[config.mk]
export PLATFORM = sky130hd
export DESIGN_NAME = ysyx_25060166_idu_stage
export DESIGN_NICKNAME = d
export VERILOG_FILES = /design/src/rtl/ysyx_25060166_idu_stage.sv
export SDC_FILE = /design/constraint.sdc
export NUM_CORES = 1
export LEC_CHECK = 0
export CORE_MARGIN = 5
export CORE_UTILIZATION = 54
export CTS_CLUSTER_SIZE = 30
export DETAILED_ROUTE_END_ITERATION = 6
export PLACE_DENSITY_LB_ADDON = 0.3
export SLEW_MARGIN = 20
export SYNTH_ARGS = -nofsm -noshare
export SYNTH_HDL_FRONTEND = slang
export SYNTH_SLANG_ARGS = --single-unit
[constraint.sdc]
create_clock -name clk -period 3.9 [get_ports clk]
set_input_delay 0.78 -clock clk [delete_from_list [all_inputs] [get_ports clk]]
set_output_delay 0.78 -clock clk [all_outputs]
set_load 0.02 [all_outputs]
[src/rtl/ysyx_25060166_idu_stage.sv]
// Registered RV32E/RV32I decode stage: decodes {pc, inst} at push time and
// holds decoded bundles in a DEPTH-entry queue toward the EXU.
module ysyx_25060166_idu_stage #(
  parameter int WIDTH   = 32,
  parameter int NR_REGS = 16,
  parameter int DEPTH   = 2
) (
  input  logic             clk,
  input  logic             rst,
  input  logic             flush,
  input  logic             in_valid,
  output logic             in_ready,
  input  logic [WIDTH-1:0] in_pc,
  input  logic [31:0]      in_inst,
  output logic             out_valid,
  input  logic             out_ready,
  output logic [WIDTH-1:0] out_pc,
  output logic [4:0]       out_rs1,
  output logic [4:0]       out_rs2,
  output logic [4:0]       out_rd,
  output logic [WIDTH-1:0] out_imm,
  output logic [5:0]       out_alu_op,
  output logic             out_reg_wen,
  output logic             out_mem_ren,
  output logic             out_mem_wen,
  output logic             out_uncon_jump,
  output logic             out_illegal,
  output logic             out_ebreak,
  output logic             out_ecall
);
  localparam int PW = (DEPTH > 1) ? $clog2(DEPTH) : 1;
  localparam int CW = $clog2(DEPTH + 1);

  // alu_op encoding, one code per supported instruction
  localparam logic [5:0] ALU_DEFAULT = 6'd0,
    ALU_ADDI = 6'd1,  ALU_SLTI = 6'd2,  ALU_SLTIU = 6'd3, ALU_XORI = 6'd4,
    ALU_ORI  = 6'd5,  ALU_ANDI = 6'd6,  ALU_SLLI  = 6'd7, ALU_SRLI = 6'd8,
    ALU_SRAI = 6'd9,  ALU_ADD  = 6'd10, ALU_SUB   = 6'd11, ALU_SLL = 6'd12,
    ALU_SLT  = 6'd13, ALU_SLTU = 6'd14, ALU_XOR   = 6'd15, ALU_SRL = 6'd16,
    ALU_SRA  = 6'd17, ALU_OR   = 6'd18, ALU_AND   = 6'd19, ALU_LB  = 6'd20,
    ALU_LH   = 6'd21, ALU_LW   = 6'd22, ALU_LBU   = 6'd23, ALU_LHU = 6'd24,
    ALU_SB   = 6'd25, ALU_SH   = 6'd26, ALU_SW    = 6'd27, ALU_BEQ = 6'd28,
    ALU_BNE  = 6'd29, ALU_BLT  = 6'd30, ALU_BGE   = 6'd31, ALU_BLTU = 6'd32,
    ALU_BGEU = 6'd33, ALU_JAL  = 6'd34, ALU_JALR  = 6'd35, ALU_LUI = 6'd36,
    ALU_AUIPC = 6'd37, ALU_EBREAK = 6'd38, ALU_ECALL = 6'd39;

  typedef struct packed {
    logic [WIDTH-1:0] pc;
    logic [4:0]       rs1, rs2, rd;
    logic [WIDTH-1:0] imm;
    logic [5:0]       alu_op;
    logic             reg_wen, mem_ren, mem_wen, uncon_jump;
    logic             illegal, ebreak, ecall;
  } entry_t;

  entry_t          dec, head;
  entry_t          mem [DEPTH];
  logic [PW-1:0]   rd_ptr, wr_ptr;
  logic [CW-1:0]   count;
  logic            push, pop, legal, use_rs1, use_rs2, use_rd, reg_bad;
  logic [6:0]      opc, f7;
  logic [2:0]      f3;
  logic [WIDTH-1:0] imm_i, imm_s, imm_b, imm_u, imm_j;

  assign opc = in_inst[6:0];
  assign f3  = in_inst[14:12];
  assign f7  = in_inst[31:25];

  assign imm_i = {{(WIDTH-12){in_inst[31]}}, in_inst[31:20]};
  assign imm_s = {{(WIDTH-12){in_inst[31]}}, in_inst[31:25], in_inst[11:7]};
  assign imm_b = {{(WIDTH-13){in_inst[31]}}, in_inst[31], in_inst[7], in_inst[30:25], in_inst[11:8], 1'b0};
  assign imm_u = WIDTH'({in_inst[31:12], 12'b0});
  assign imm_j = {{(WIDTH-21){in_inst[31]}}, in_inst[31], in_inst[19:12], in_inst[20], in_inst[30:21], 1'b0};

  // in_ready depends on stored count only; rst masks both sides of the handshake
  assign in_ready  = ~rst & (count < CW'(DEPTH));
  assign out_valid = ~rst & (count != '0);
  assign push      = in_valid & in_ready & ~flush;
  assign pop       = out_valid & out_ready & ~flush;

  function automatic logic [PW-1:0] ptr_inc(input logic [PW-1:0] p);
    return (int'(p) == DEPTH - 1) ? '0 : p + PW'(1);
  endfunction

  // decode the incoming word into a queue entry, squashing illegal ones
  always_comb begin
    dec        = '0;
    dec.pc     = in_pc;
    dec.rs1    = in_inst[19:15];
    dec.rs2    = in_inst[24:20];
    dec.rd     = in_inst[11:7];
    legal      = 1'b1;
    use_rs1    = 1'b0;
    use_rs2    = 1'b0;
    use_rd     = 1'b0;
    case (opc)
      7'b0010011: begin
        use_rs1 = 1'b1; use_rd = 1'b1; dec.reg_wen = 1'b1; dec.imm = imm_i;
        case (f3)
          3'd0: dec.alu_op = ALU_ADDI;
          3'd2: dec.alu_op = ALU_SLTI;
          3'd3: dec.alu_op = ALU_SLTIU;
          3'd4: dec.alu_op = ALU_XORI;
          3'd6: dec.alu_op = ALU_ORI;
          3'd7: dec.alu_op = ALU_ANDI;
          3'd1: begin dec.alu_op = ALU_SLLI; legal = (f7 == 7'h00); end
          default: begin
            // funct7 includes imm[5], so shamt >= 32 falls out here
            if (f7 == 7'h00)      dec.alu_op = ALU_SRLI;
            else if (f7 == 7'h20) dec.alu_op = ALU_SRAI;
            else                  legal = 1'b0;
          end
        endcase
      end
      7'b0110011: begin
        use_rs1 = 1'b1; use_rs2 = 1'b1; use_rd = 1'b1; dec.reg_wen = 1'b1;
        case ({f7, f3})
          10'h000: dec.alu_op = ALU_ADD;
          10'h001: dec.alu_op = ALU_SLL;
          10'h002: dec.alu_op = ALU_SLT;
          10'h003: dec.alu_op = ALU_SLTU;
          10'h004: dec.alu_op = ALU_XOR;
          10'h005: dec.alu_op = ALU_SRL;
          10'h006: dec.alu_op = ALU_OR;
          10'h007: dec.alu_op = ALU_AND;
          10'h100: dec.alu_op = ALU_SUB;
          10'h105: dec.alu_op = ALU_SRA;
          default: legal = 1'b0;
        endcase
      end
      7'b0000011: begin
        use_rs1 = 1'b1; use_rd = 1'b1; dec.reg_wen = 1'b1; dec.mem_ren = 1'b1; dec.imm = imm_i;
        case (f3)
          3'd0: dec.alu_op = ALU_LB;
          3'd1: dec.alu_op = ALU_LH;
          3'd2: dec.alu_op = ALU_LW;
          3'd4: dec.alu_op = ALU_LBU;
          3'd5: dec.alu_op = ALU_LHU;
          default: legal = 1'b0;
        endcase
      end
      7'b0100011: begin
        use_rs1 = 1'b1; use_rs2 = 1'b1; dec.mem_wen = 1'b1; dec.imm = imm_s;
        case (f3)
          3'd0: dec.alu_op = ALU_SB;
          3'd1: dec.alu_op = ALU_SH;
          3'd2: dec.alu_op = ALU_SW;
          default: legal = 1'b0;
        endcase
      end
      7'b1100011: begin
        use_rs1 = 1'b1; use_rs2 = 1'b1; dec.imm = imm_b;
        case (f3)
          3'd0: dec.alu_op = ALU_BEQ;
          3'd1: dec.alu_op = ALU_BNE;
          3'd4: dec.alu_op = ALU_BLT;
          3'd5: dec.alu_op = ALU_BGE;
          3'd6: dec.alu_op = ALU_BLTU;
          3'd7: dec.alu_op = ALU_BGEU;
          default: legal = 1'b0;
        endcase
      end
      7'b1101111: begin
        use_rd = 1'b1; dec.reg_wen = 1'b1; dec.uncon_jump = 1'b1; dec.imm = imm_j; dec.alu_op = ALU_JAL;
      end
      7'b1100111: begin
        use_rs1 = 1'b1; use_rd = 1'b1; dec.reg_wen = 1'b1; dec.uncon_jump = 1'b1;
        dec.imm = imm_i; dec.alu_op = ALU_JALR; legal = (f3 == 3'd0);
      end
      7'b0110111: begin use_rd = 1'b1; dec.reg_wen = 1'b1; dec.imm = imm_u; dec.alu_op = ALU_LUI; end
      7'b0010111: begin use_rd = 1'b1; dec.reg_wen = 1'b1; dec.imm = imm_u; dec.alu_op = ALU_AUIPC; end
      7'b1110011: begin
        if (in_inst == 32'h0010_0073)      begin dec.ebreak = 1'b1; dec.alu_op = ALU_EBREAK; end
        else if (in_inst == 32'h0000_0073) begin dec.ecall  = 1'b1; dec.alu_op = ALU_ECALL;  end
        else                                legal = 1'b0;
      end
      default: legal = 1'b0;
    endcase
    reg_bad = (use_rs1 && int'(dec.rs1) >= NR_REGS) ||
              (use_rs2 && int'(dec.rs2) >= NR_REGS) ||
              (use_rd  && int'(dec.rd)  >= NR_REGS);
    if (!legal || reg_bad) begin
      dec.reg_wen    = 1'b0;
      dec.mem_ren    = 1'b0;
      dec.mem_wen    = 1'b0;
      dec.uncon_jump = 1'b0;
      dec.imm        = '0;
      dec.alu_op     = ALU_DEFAULT;
      dec.ebreak     = 1'b0;
      dec.ecall      = 1'b0;
      dec.illegal    = 1'b1;
    end
  end

  // output queue: flush empties it, push/pop move the ring pointers
  always_ff @(posedge clk) begin
    if (rst) begin
      count  <= '0;
      rd_ptr <= '0;
      wr_ptr <= '0;
      for (int i = 0; i < DEPTH; i++) mem[i] <= '0;
    end else if (flush) begin
      count  <= '0;
      rd_ptr <= '0;
      wr_ptr <= '0;
    end else begin
      if (push) begin
        mem[wr_ptr] <= dec;
        wr_ptr      <= ptr_inc(wr_ptr);
      end
      if (pop) rd_ptr <= ptr_inc(rd_ptr);
      count <= count + CW'(push) - CW'(pop);
    end
  end

  assign head           = mem[rd_ptr];
  assign out_pc         = head.pc;
  assign out_rs1        = head.rs1;
  assign out_rs2        = head.rs2;
  assign out_rd         = head.rd;
  assign out_imm        = head.imm;
  assign out_alu_op     = head.alu_op;
  assign out_reg_wen    = head.reg_wen;
  assign out_mem_ren    = head.mem_ren;
  assign out_mem_wen    = head.mem_wen;
  assign out_uncon_jump = head.uncon_jump;
  assign out_illegal    = head.illegal;
  assign out_ebreak     = head.ebreak;
  assign out_ecall      = head.ecall;
endmodule
After elaboration in Yosys (flattened, before gate mapping):

Memory sizes are Yosys's and may differ from the RTL's. A register that Yosys moved wholly into a read port is not among the register bits.
Index checks and enable logic that the tools add are counted.

* input port bits: 69
* flip-flop bits (word level): 4
* memory bits (read-only): 0
* memories: 1
* bits in writable memories: 184
* output and inout port bits: 94
* latch bits: 0

Memory list
* mem: depth 2, width 92, read ports 1, clocked after memory_dff 1, wr ports 2, line 57 `entry_t mem [DEPTH];`

* bitwise logic cells: 8
* order comparisons: 4
* multipliers: 0
* $add $sub $neg: 4
* shift-type cells: 0
* reductions and logical operators: 25
* div/mod/pow operators: 0
* muxes and demuxes: 44
* equality and inequality tests: 29

Operators by type and width (count)
* $pmux 32 s5: 1
* $mux 92: 1
* $reduce_or 92->1: 1
* $pmux 6 s10: 1
* $pmux 5 s10: 1
* $mux 45: 1
* $eq 10x3->1 const B: 4
* $pmux 6 s6: 1
* $eq 32x21->1 const B: 1
* $eq 32x7->1 const B: 1
* $eq 7x6->1 const B: 4
* $eq 7x7->1 const B: 4
* $mux 1: 28
* $pmux 4 s7: 1
* $pmux 5 s5: 1
* $eq 10x2->1 const B: 2
* $eq 10x9->1 const B: 2
* $reduce_or 6->1: 3
* $ge 5x5->1 const B: 3
* $pmux 5 s3: 1
* $eq 7x5->1 const B: 2
* $eq 3x3->1 const B: 4
* $mux 6: 2
* $reduce_or 3->1: 4
* 25 further kinds: 40

Logic depth before layout (Yosys ltp):

Gate-level depths: netlist of the first run.

* word-level depth: 10
* gate-level depth with buffers: 10
* mapped depth without buffers: 8

Worst setup path before layout of the first run:

No wires, ideal clock.

* path kind: input-to-reg
* from: input port flush
* to: memory mem[0][0] (netlist bit) (enable)
* stages: 7
* buffers on the path: 3
* setup slack: 0.237 ns
* arrival: 3.251 ns
* data required time: 3.489 ns
* cells stage by stage: or2_1 clkbuf_1 or3b_1 buf_2 nor2_2 clkbuf_1 or2_2

RTL lines
* start, declared: line 10 `input logic flush,`
* end, declared: line 57

==> results.env, run 1 <==
CP_DATA_REQUIRED_TIME_NS=3.12
GRT_ANTENNA_BEFORE_REPAIR=0
CLKLATENCYLATEPIN_NS=0.43
CRITICAL_PATH_BUF_INV_COUNT=2
SYNTH.NET_COUNT=807
POST-DP-HPWL_UM=16900
HTREE_NUM_LEVELS=4
CHIPHEIGHT_UM=143
POST_DP_CELL_AREA_UM2=11500
ASYNC_RESET_FF_SHARE_PCT=0
CRITPATHKIND='reg -> out'
DETAIL_ROUTE.ITER0.VIOLATIONS=491
FINALHOLDVIOLATIONS=0
WEIGHTED_CONGESTION_REPORTED_AT_THE_END_OF_ROUTABILITY_DRIVEN_PLACEMENT=0.941
ROUTED_WL_UM=24100
DR.PASS1.ITERS=5
INSERTEDDIODECOUNT=0
CLK_PIN_SLEW_NS=0.06
WORST_CLOCK_SKEW_NS=0.00849
NUMPORTBUFFERS=162
RSZ0062_AT_GRT='no'
POWER.TOTAL_uW=4450
VIASPERCELL=5.92
ROUTE.VIAS.TOTAL=6703
TRITONCTS.NUM_BUFFERS=17
FINAL_COMMON_CELL='sky130_fd_sc_hd__edfxtp_1'
AVGSYNTHCELLAREA_UM2=12.9
ENDPOINT_KIND='primary output'
POSTSYNTHREGISTERBITS=189
PERIOD_MINUS_SLACK_NS=3.31
CTS_MAX_PATH_BUFFERS=2
POWER.IR.VDD_WORST_V=0.000323
P_PER_AREA_nW_PER_UM2=369
POSTLAYOUTCELLAREA_UM2=12000
DETAIL_ROUTE.DRC_VIOLATIONS=0
HOLD_CLASS='reg -> reg'
MAX_CAP_VIOL=0
SYNTHCELLS=736
DIE_SPAN_IN_X_UM=143
GRT_START_MAX_NET_PINS=61
GLOBAL_ROUTE_WIRE_LENGTH_BEFORE_REPAIR_UM=37800
CLKSINKCOUNT=189
FINAL-SETUP-VIOL-COUNT=0
SYNTH_SEQ_AREA_SHARE_PCT=59.3
SYNTH_TOP_FLOP_CELL='sky130_fd_sc_hd__edfxtp_1'
TIMING.CRITICAL_PATH.SLOWEST_STAGE_CELL='sky130_fd_sc_hd__dfxtp_4'
POST_CTS_RESIZED=0
CLOCK-ROOT-BUFFER='sky130_fd_sc_hd__clkbuf_16'
FINALHOLDWORSTSLACK_NS=0.519
FIN_SETUP_TNS_NS=0
POST_CTS_HOLD_BUFFER_COUNT=0
LEAKAGEPOWER_uW=0.00418
TIMING.MAX_SLEW.REL_SLACK_PCT=52.4
ANT_NETS=0
CTS_TREE='done'
GRT_USE_TOTAL_PCT=24.0
NETLIST-CELL-TYPE-COUNT=69
SYNTH-EDFF-COUNT=184
POSTCTSSETUPREPAIRBUFS=0
DRIVE_ABOVE_1_SHARE_PCT=22.1
CRITICAL_PATH.STARTPOINT_TYPE='flip-flop'
YOSYS_WARNINGS=0
START_UTIL_PCT=54.9
CRIT_ARRIVAL_NS=2.53
CRITICAL-PATH-MAX-STAGE-DELAY_NS=0.73
TIGHTEST_SLEW_NS=0.696
NUM_IO_PINS=163
DESIGN.FINAL.NETS=965
DIE_FOOTPRINT_UM2=20300
FINAL_CORE_UTIL_PCT=69.7
PATH_CELLS='buf_4 > mux2_2 > clkdlybuf4s50_1'
TIMING.FINAL.CRIT_SHARE_PCT=84.8
RUN_STATUS='finished, final reports clean'
VIAS_IN_THE_FIRST_GLOBAL_ROUTE=6843
FMAXACHIEVABLE_MHz=302
COREAREA_UM2=17300
FINAL_CELL_MIX='sky130_fd_sc_hd__edfxtp_1 (184), sky130_fd_sc_hd__clkdlybuf4s50_1 (162), sky130_fd_sc_hd__and2_1 (93), sky130_fd_sc_hd__mux2_2 (92), sky130_fd_sc_hd__nor3_1 (63)'
GRT_OVERFLOW=0
ROUTED_WIRE_LENGTH_PER_INSTANCE_UM=21.3
SYN-CELL-AREA_UM2=9490
SYN_TO_FINAL_GROWTH_PCT=26.9
WORST_PATH_TOP_CELL_FAMILY_BY_DELAY='buffers and inverters'
FINALMAXSLEWVIOLATIONS=0
NUMBER_OF_CELL_ROWS=48
CP_MAX_FO=39
## Yosys cell counts (all sizes together) (3+ instances only)
| master | instances | area, um^2 |
|---|---|---|
| nor2b | 5 | 31.3 |
| a31oi | 3 | 18.8 |
| nand3 | 11 | 65.1 |
| clkbuf | 32 | 123 |
| nand3b | 4 | 30.0 |
| dfxtp | 5 | 100 |
| a22o | 5 | 43.8 |
| a2111oi | 3 | 26.3 |
| and3 | 4 | 25.0 |
| and2 | 94 | 588 |
| nand2b | 7 | 43.8 |
| or3 | 5 | 31.3 |
| o21ai | 10 | 50.1 |
| edfxtp | 184 | 5530 |
| buf | 29 | 176 |
| or2 | 3 | 18.8 |
| nand4 | 5 | 46.3 |
| nor4 | 11 | 98.8 |
| o21a | 6 | 45.0 |
| mux2 | 92 | 1040 |
| a21oi | 32 | 160 |
| o211ai | 5 | 37.5 |
| nand2 | 20 | 75.1 |
| a211oi | 7 | 52.6 |
| inv | 9 | 33.8 |
| nor3 | 87 | 562 |
| nor2 | 21 | 88.8 |
## metal layers
| layer | global-route usage, % | up-vias | share of wire [%] |
|---|---|---|---|
| li1 | - | 3077 | - |
| met1 | 31.6 | 3332 | 40 |
| met2 | 41.3 | 267 | 51 |
| met3 | 4.70 | 27 | 6.9 |
| met4 | 5.55 | 0 | 1.2 |
| met5 | 0 | - | 0 |
## kinds of logic (layout without fill, tap and decap cells)
group           after synthesis  count (layout)  share of synthesized area (%)
fa+ha+maj                     2               2                          0.264
flops                       189             189                           59.3
buf+inv                      70             241                           3.51
mux                          92              92                           10.9
xor+xnor                      4               4                          0.369
compound gates               90              90                           6.41
simple gates                289             289                           19.3
## flip-flops by register name, indices dropped and copies added, names as in the netlist, named ones only
signal,flops
count,2
wr_ptr,1
rd_ptr,1
mem,184
## worst min-delay path: cells and delay by family, from the launching register on
family        cells  cell delay (ns)
flops             1             0.32
xor+xnor          1             0.09
simple gates      1             0.08
## worst paths after layout
kind                                     startpoint                       to  slack [ns]  depth (start not counted)
worst max-delay path                      flip-flop               out_rs1[2]        0.59                          3
worst min-delay path            rd_ptr$_SDFFE_PP0P_                flip-flop        0.52                          2
worst min register to register  rd_ptr$_SDFFE_PP0P_                flip-flop        0.52                          2
worst max register to register  count[1]$_SDFF_PP0_  mem[0][3]$_SDFFCE_PN0P_        1.86                          6
## per-stage QoR
| stage | instances | worst slack [ns] |
|---|---|---|
| 2_1_floorplan | 736 | 0.237 |
| 6_report | 1132 | 0.591 |
| 3_5_place_dp | 1100 | 0.421 |
| 5_1_grt | 1132 | 0.509 |
| 3_3_place_gp | 1100 | 0.517 |
| 4_1_cts | 1132 | 0.557 |
## layout make-up
type                            instances  area, um^2
Timing Repair Buffer                  200        2010
Inverter                                9        33.8
Multi-Input combinational cell        477        3540
Tap cell                              225         282
Clock inverter                         15         128
Sequential cell                       189        5630
Fill cell                            1154        5250
Clock buffer                           17         425
## power breakdown
group	internal (uW)	switching, uW
logic	233	277
registers	2300	21.1
clock network	838	780
Note: power is estimated with default switching activity, not from simulation.
==> run 2: changes to the inputs <==
- CORE_UTILIZATION: 54 -> 48
- clock period: 3.9 -> 2.8 ns (I/O delays scaled with it)
==> results.env, run 2 (synthesized netlist as in run 1, its figures left out) <==
RUN_STATUS='finished, final reports clean'
REG.LARGEST.LIST='mem x184, count x2'
LARGEST_REGISTER_FFS=184
GROUTE.LAYER.MET3.USAGE_PCT=5.81
CTS_MAX_PATH_BUFFERS=2
PLACED_CELLS_INCL_TAPS=1211
CLKSINKCOUNT=189
DESIGN.FINAL.NETS=1037
RSZ0062_AT_GRT='no'
REGMOSTFLOPS='mem'
TIMING.FINAL.CRIT_SHARE_PCT=93.8
WEIGHTED_CONGESTION_REPORTED_AT_THE_END_OF_ROUTABILITY_DRIVEN_PLACEMENT=0.902
SYN_TO_FINAL_GROWTH_PCT=34.8
WORST_R2R_STARTPOINT='count[1]$_SDFF_PP0_'
FINALMAXSLEWVIOLATIONS=0
ROUTED_WIRE_LENGTH_PER_INSTANCE_UM=20.2
TIMING.MAX_SLEW.REL_SLACK_PCT=50.3
DETAIL_ROUTE.DRC_VIOLATIONS=0
CLOCK-ROOT-BUFFER='sky130_fd_sc_hd__clkbuf_16'
ENDPOINT_KIND='primary output'
VIAS_IN_THE_FIRST_GLOBAL_ROUTE=6996
GRT_USE_TOTAL_PCT=22.6
NUMBER_OF_CELL_ROWS=51
COREAREA_UM2=19500
GRT_ANTENNA_BEFORE_REPAIR=1
P_PER_AREA_nW_PER_UM2=507
DIE_SPAN_IN_X_UM=151
LEAKAGEPOWER_uW=0.00458
INSERTEDDIODECOUNT=0
ANT_NETS=0
DRIVE_ABOVE_1_SHARE_PCT=27.8
CHIPHEIGHT_UM=151
GR-USAGE-MET2_PCT=37.0
CRIT_ARRIVAL_NS=2.07
WORST_CLOCK_SKEW_NS=0.00713
NETSWITCHINGPOWER_uW=1540
CRITICAL_PATH.STARTPOINT_TYPE='flip-flop'
USE_MET1_PCT=30.1
CTS_TREE='done'
CLKLATENCYLATEPIN_NS=0.43
DIE_FOOTPRINT_UM2=22700
MAX_CAP_VIOL=0
FINALHOLDVIOLATIONS=0
CP_DATA_REQUIRED_TIME_NS=2.24
FINAL_CELL_MIX='sky130_fd_sc_hd__edfxtp_1 (184), sky130_fd_sc_hd__clkdlybuf4s50_1 (162), sky130_fd_sc_hd__buf_4 (94), sky130_fd_sc_hd__and2_1 (93), sky130_fd_sc_hd__mux2_2 (92)'
DR.PASS1.ITERS=5
GLOBAL_ROUTE_WIRE_LENGTH_BEFORE_REPAIR_UM=39100
WORST_PATH_TOP_CELL_FAMILY_BY_DELAY='buffers and inverters'
FINALHOLDWORSTSLACK_NS=0.530
REG2REGPATHDEPTH=4
TIMING.CRITICAL_PATH.SLOWEST_STAGE_CELL='sky130_fd_sc_hd__clkdlybuf4s50_1'
CRITPATHKIND='reg -> out'
CP_MAX_FO=14
DETAIL_ROUTE.ITER0.VIOLATIONS=565
GRT_START_MAX_NET_PINS=45
POWER.INTERNAL_uW=4950
FMAXACHIEVABLE_MHz=381
REG2REG_SETUP_SLACK_NS=0.87
LAYOUT.CELLS.NON_FILLER=1244
WORST_SETUP_PATH_ENDPOINT='out_mem_wen'
CLK_PIN_SLEW_NS=0.07
POST_CTS_HOLD_BUFFER_COUNT=0
PROPORTION_OF_POWER_DRAWN_BY_FLIP_FLOPS_AND_LATCHES_PCT=49.9
FINAL-SETUP-VIOL-COUNT=0
FINAL_COMMON_CELL='sky130_fd_sc_hd__edfxtp_1'
NUMPORTBUFFERS=162
CRITICAL-PATH-MAX-STAGE-DELAY_NS=0.56
COMB_POWER_SHARE_PCT=12.2
POWER.IR.VDD_WORST_V=0.000421
CLOCKPOWERSHARE_PCT=38.0
ROUTED_WL_UM=25200
PERIOD_MINUS_SLACK_NS=2.63
WORSTSETUPPATHDEPTH=3
TRITONCTS.NUM_BUFFERS=17
START_UTIL_PCT=48.8
GRT_BUSIEST_LAYER='met2'
GRT_OVERFLOW=0
POWER.SHARE.SWITCHING_PCT=23.7
NUM_IO_PINS=163
VIASPERCELL=5.55
CRITICAL_PATH_BUF_INV_COUNT=2
HTREE_NUM_LEVELS=4
HOLD_CLASS='reg -> reg'
WORST_R2R_ENDPOINT='mem[1][58]$_SDFFCE_PN0P_'
ROUTE.VIAS.TOTAL=6908
TIGHTEST_SLEW_NS=0.727
PATH_CELLS='buf_4 > mux2_2 > clkdlybuf4s50_1'
POST-DP-HPWL_UM=17800
[run 2: cell types whose count changed in the layout (fill, tap and decap cells not counted), sizes merged]
cell / delta
buf: +72
bufinv: +2
clkbuf: +1
clkinv: -1
clkinvlp: -1
inv: -1
[run 2: timing repair]
action                                  4_1_cts  5_1_grt
buffers inserted                              1        0
resized for setup                             0        0
hold endpoints to repair                      0        0
endpoints found under the setup margin        5        0
[run 2: cell type report]
type	count	area, um^2
clock buffer	18	429
clock inverter	14	176
fill	1457	6670
inverter	9	33.8
multi-input combinational	477	3540
sequential	189	5630
tap	265	332
timing repair buffer	272	2650
[run 2: routing by layer]
layer  part of all wire [%]  wire length [um]
met5                  0.052                13
met4                    1.9               488
met3                    7.8              1960
met2                     48             12100
met1                     42             10600
[run 2: how the worst min path moves through the flow]
stage,cells after the start,to,from
floorplan,2,flip-flop,rd_ptr$_SDFFE_PP0P_
global placement,2,flip-flop,rd_ptr$_SDFFE_PP0P_
detailed placement,2,flip-flop,rd_ptr$_SDFFE_PP0P_
CTS,2,wr_ptr$_SDFFE_PP0P_,wr_ptr$_SDFFE_PP0P_
global route,2,flip-flop,rd_ptr$_SDFFE_PP0P_
finish,2,flip-flop,rd_ptr$_SDFFE_PP0P_
[run 2: power by group through the flow]
stage               Combinational (uW)  Sequential, uW  Clock, uW
global placement                   787            3290          0
finish                             788            3230       2460
global route                       839            3240       2610
CTS                                794            3230       2500
floorplan                          349            3290          0
detailed placement                 788            3300          0
[run 2: through the flow]
stage / cell area, um^2 / setup slack (ns) / total power, uW / setup TNS, ns / util (%)
finish: 12800 / 0.173 / 6480 / 0 / 65.7
global route: 12800 / 0.0169 / 6690 / 0 / 65.7
CTS: 12800 / 0.144 / 6530 / 0 / 65.7
detailed placement: 12200 / -0.245 / 4090 / -5.05 / 62.6
global placement: 12200 / -0.363 / 4080 / -4.21 / 62.6
floorplan: 9530 / -0.0329 / 3640 / -3.03 / -
[run 2: worst reg2reg max path, cell delays in order (launching register included)]
cell	delay, ns
sky130_fd_sc_hd__dfxtp_1	0.35
sky130_fd_sc_hd__or3b_1	0.53
sky130_fd_sc_hd__nor2_4	0.24
sky130_fd_sc_hd__or2_4	0.26
sky130_fd_sc_hd__buf_12	0.22
==> run 3: changes to the inputs <==
==> constraint.sdc (replaced) <==
create_clock -name clk -period 2.8 [get_ports clk]
set_input_delay 0.56 -clock clk [delete_from_list [all_inputs] [get_ports clk]]
set_output_delay 0.56 -clock clk [all_outputs]
set_load 0.05 [all_outputs]
==> results.env, run 3 (synthesized netlist as in run 1, its figures left out) <==
TRITONCTS.NUM_BUFFERS=17
P_PER_AREA_nW_PER_UM2=527
DIE_FOOTPRINT_UM2=22700
REG2REGPATHDEPTH=7
RUN_STATUS='finished, final reports clean'
ROUTED_WL_UM=25100
DIE_SPAN_IN_X_UM=151
HOLDCRITSTARTPOINT='rd_ptr$_SDFFE_PP0P_'
FINAL_CELL_MIX='sky130_fd_sc_hd__edfxtp_1 (184), sky130_fd_sc_hd__buf_4 (161), sky130_fd_sc_hd__clkdlybuf4s50_1 (100), sky130_fd_sc_hd__and2_1 (93), sky130_fd_sc_hd__mux2_2 (92)'
CRITICAL_PATH.STARTPOINT_TYPE='flip-flop'
START_UTIL_PCT=48.8
NUM_IO_PINS=163
CLK_PIN_SLEW_NS=0.07
WORST_R2R_ENDPOINT='count[1]$_SDFF_PP0_'
GRT_START_MAX_NET_PINS=39
TIGHTEST_SLEW_NS=0.556
DR.PASS1.ITERS=5
PLACED_CELLS_INCL_TAPS=1216
CRITPATHKIND='reg -> out'
PERIOD_MINUS_SLACK_NS=2.71
FINALHOLDVIOLATIONS=0
CRIT_ARRIVAL_NS=2.15
SETUP_SLACK_NS=0.0919
NUMPORTBUFFERS=162
MULTI_INPUT_AREA_UM2=3540
REGMOSTFLOPS='mem'
CP_MAX_FO=25
VIAS_IN_THE_FIRST_GLOBAL_ROUTE=7010
HTREE_NUM_LEVELS=4
ROUTED_WIRE_LENGTH_PER_INSTANCE_UM=20.1
GLOBAL_ROUTE_WIRE_LENGTH_BEFORE_REPAIR_UM=38500
FINAL-SETUP-VIOL-COUNT=0
CP_DATA_REQUIRED_TIME_NS=2.24
WORST_R2R_STARTPOINT='count[1]$_SDFF_PP0_'
DETAIL_ROUTE.ITER0.VIOLATIONS=590
GRT_USE_TOTAL_PCT=22.3
GRT_OVERFLOW=0
DESIGN.FINAL.NETS=1041
LAYOUT.CELLS.NON_FILLER=1247
NUM-FILL-CELLS=1483
ANT_NETS=0
COREAREA_UM2=19500
HOLD_CLASS='reg -> reg'
FINAL_COMMON_CELL='sky130_fd_sc_hd__edfxtp_1'
POSTLAYOUTCELLAREA_UM2=12700
POST-DP-HPWL_UM=18200
FINALMAXSLEWVIOLATIONS=0
REG.LARGEST.LIST='mem x184, count x2'
WORST_SETUP_PATH_ENDPOINT='out_pc[29]'
LEAKAGEPOWER_uW=0.00469
POST_CTS_HOLD_BUFFER_COUNT=0
VIASPERCELL=5.58
TIMING.MAX_SLEW.REL_SLACK_PCT=62.9
CLKSINKCOUNT=189
TIMING.FINAL.CRIT_SHARE_PCT=96.7
CLOCK-ROOT-BUFFER='sky130_fd_sc_hd__clkbuf_16'
CHIPHEIGHT_UM=151
POST_DP_CELL_AREA_UM2=12000
PLACE_WORST_SETUP_SLACK_NS=-0.0587
CLKLATENCYLATEPIN_NS=0.43
RSZ0062_AT_GRT='no'
WORST_CLOCK_SKEW_NS=0.00884
NUMBER_OF_CELL_ROWS=51
FMAXACHIEVABLE_MHz=369
DRIVE_ABOVE_1_SHARE_PCT=34.2
ROUTE.VIAS.TOTAL=6958
CTS_MAX_PATH_BUFFERS=2
WEIGHTED_CONGESTION_REPORTED_AT_THE_END_OF_ROUTABILITY_DRIVEN_PLACEMENT=0.950
GRT_ANTENNA_BEFORE_REPAIR=0
POWER.TOTAL_uW=6670
POSTCTSSETUPREPAIRBUFS=0
MAX_CAP_VIOL=0
REGAREA_UM2=5630
REG2REG_SETUP_SLACK_NS=0.93
POWER.IR.VDD_WORST_V=0.000400
DETAIL_ROUTE.DRC_VIOLATIONS=0
INSERTEDDIODECOUNT=0
CTS_TREE='done'
ENDPOINT_KIND='primary output'
POST_CTS_RESIZED=0
SYN_TO_FINAL_GROWTH_PCT=33.4
LARGEST_REGISTER_FFS=184
## run 3: cell types whose count changed in the layout (fill, tap and decap cells not counted), moves of 2 or more
cell                              before  now
sky130_fd_sc_hd__buf_4                94  161
sky130_fd_sc_hd__clkdlybuf4s50_1     162  100
sky130_fd_sc_hd__clkinv_4              4    0
sky130_fd_sc_hd__clkinvlp_4            0    2
## run 3: report_power, final
group	leakage (uW)	switching [uW]	internal [uW]
clock network	0.000293	1080	1430
logic	0.00242	554	372
registers	0.00197	25.7	3210
total	0.00469	1660	5010
## run 3: layout make-up
| class | instances | share of cell area (%) |
|---|---|---|
| sequential | 189 | 44.5 |
| multi-input combinational | 477 | 28.0 |
| timing repair buffer | 276 | 19.8 |
| clock buffer | 18 | 3.39 |
| tap | 265 | 2.62 |
| clock inverter | 13 | 1.42 |
| inverter | 9 | 0.267 |
## run 3: critical path: stages, from the launching register on
cell	delay (ns)
sky130_fd_sc_hd__dfxtp_4	0.43
sky130_fd_sc_hd__buf_12	0.21
sky130_fd_sc_hd__mux2_2	0.36
sky130_fd_sc_hd__clkdlybuf4s50_1	0.72
## run 3: per-layer routing
layer  up-vias  GRT usage (%)  wire (um)
li1       3235              -          -
met1      3390           30.4      10500
met2       296           36.8      12300
met3        37           4.55       1760
met4         0           5.94        490
met5         -              0          0
## run 3: worst min path at each step
stage                                     end  slack [ns]  depth (start not counted)
after floorplan                     flip-flop        0.47                          2
after global placement              flip-flop        0.48                          2
after detailed placement  rd_ptr$_SDFFE_PP0P_        0.50                          2
after CTS                           flip-flop        0.52                          2
after global routing      rd_ptr$_SDFFE_PP0P_        0.55                          2
final                     rd_ptr$_SDFFE_PP0P_        0.51                          2
## run 3: metrics by stage
stage | setup TNS, ns | util [%] | hold slack [ns]
6_report | 0 | 65.0 | 0.513
5_1_grt | 0 | 65.0 | 0.554
4_1_cts | 0 | 65.0 | 0.519
3_5_place_dp | -0.245 | 61.9 | 0.500
3_3_place_gp | 0 | 61.9 | 0.485
2_1_floorplan | -3.03 | - | 0.472
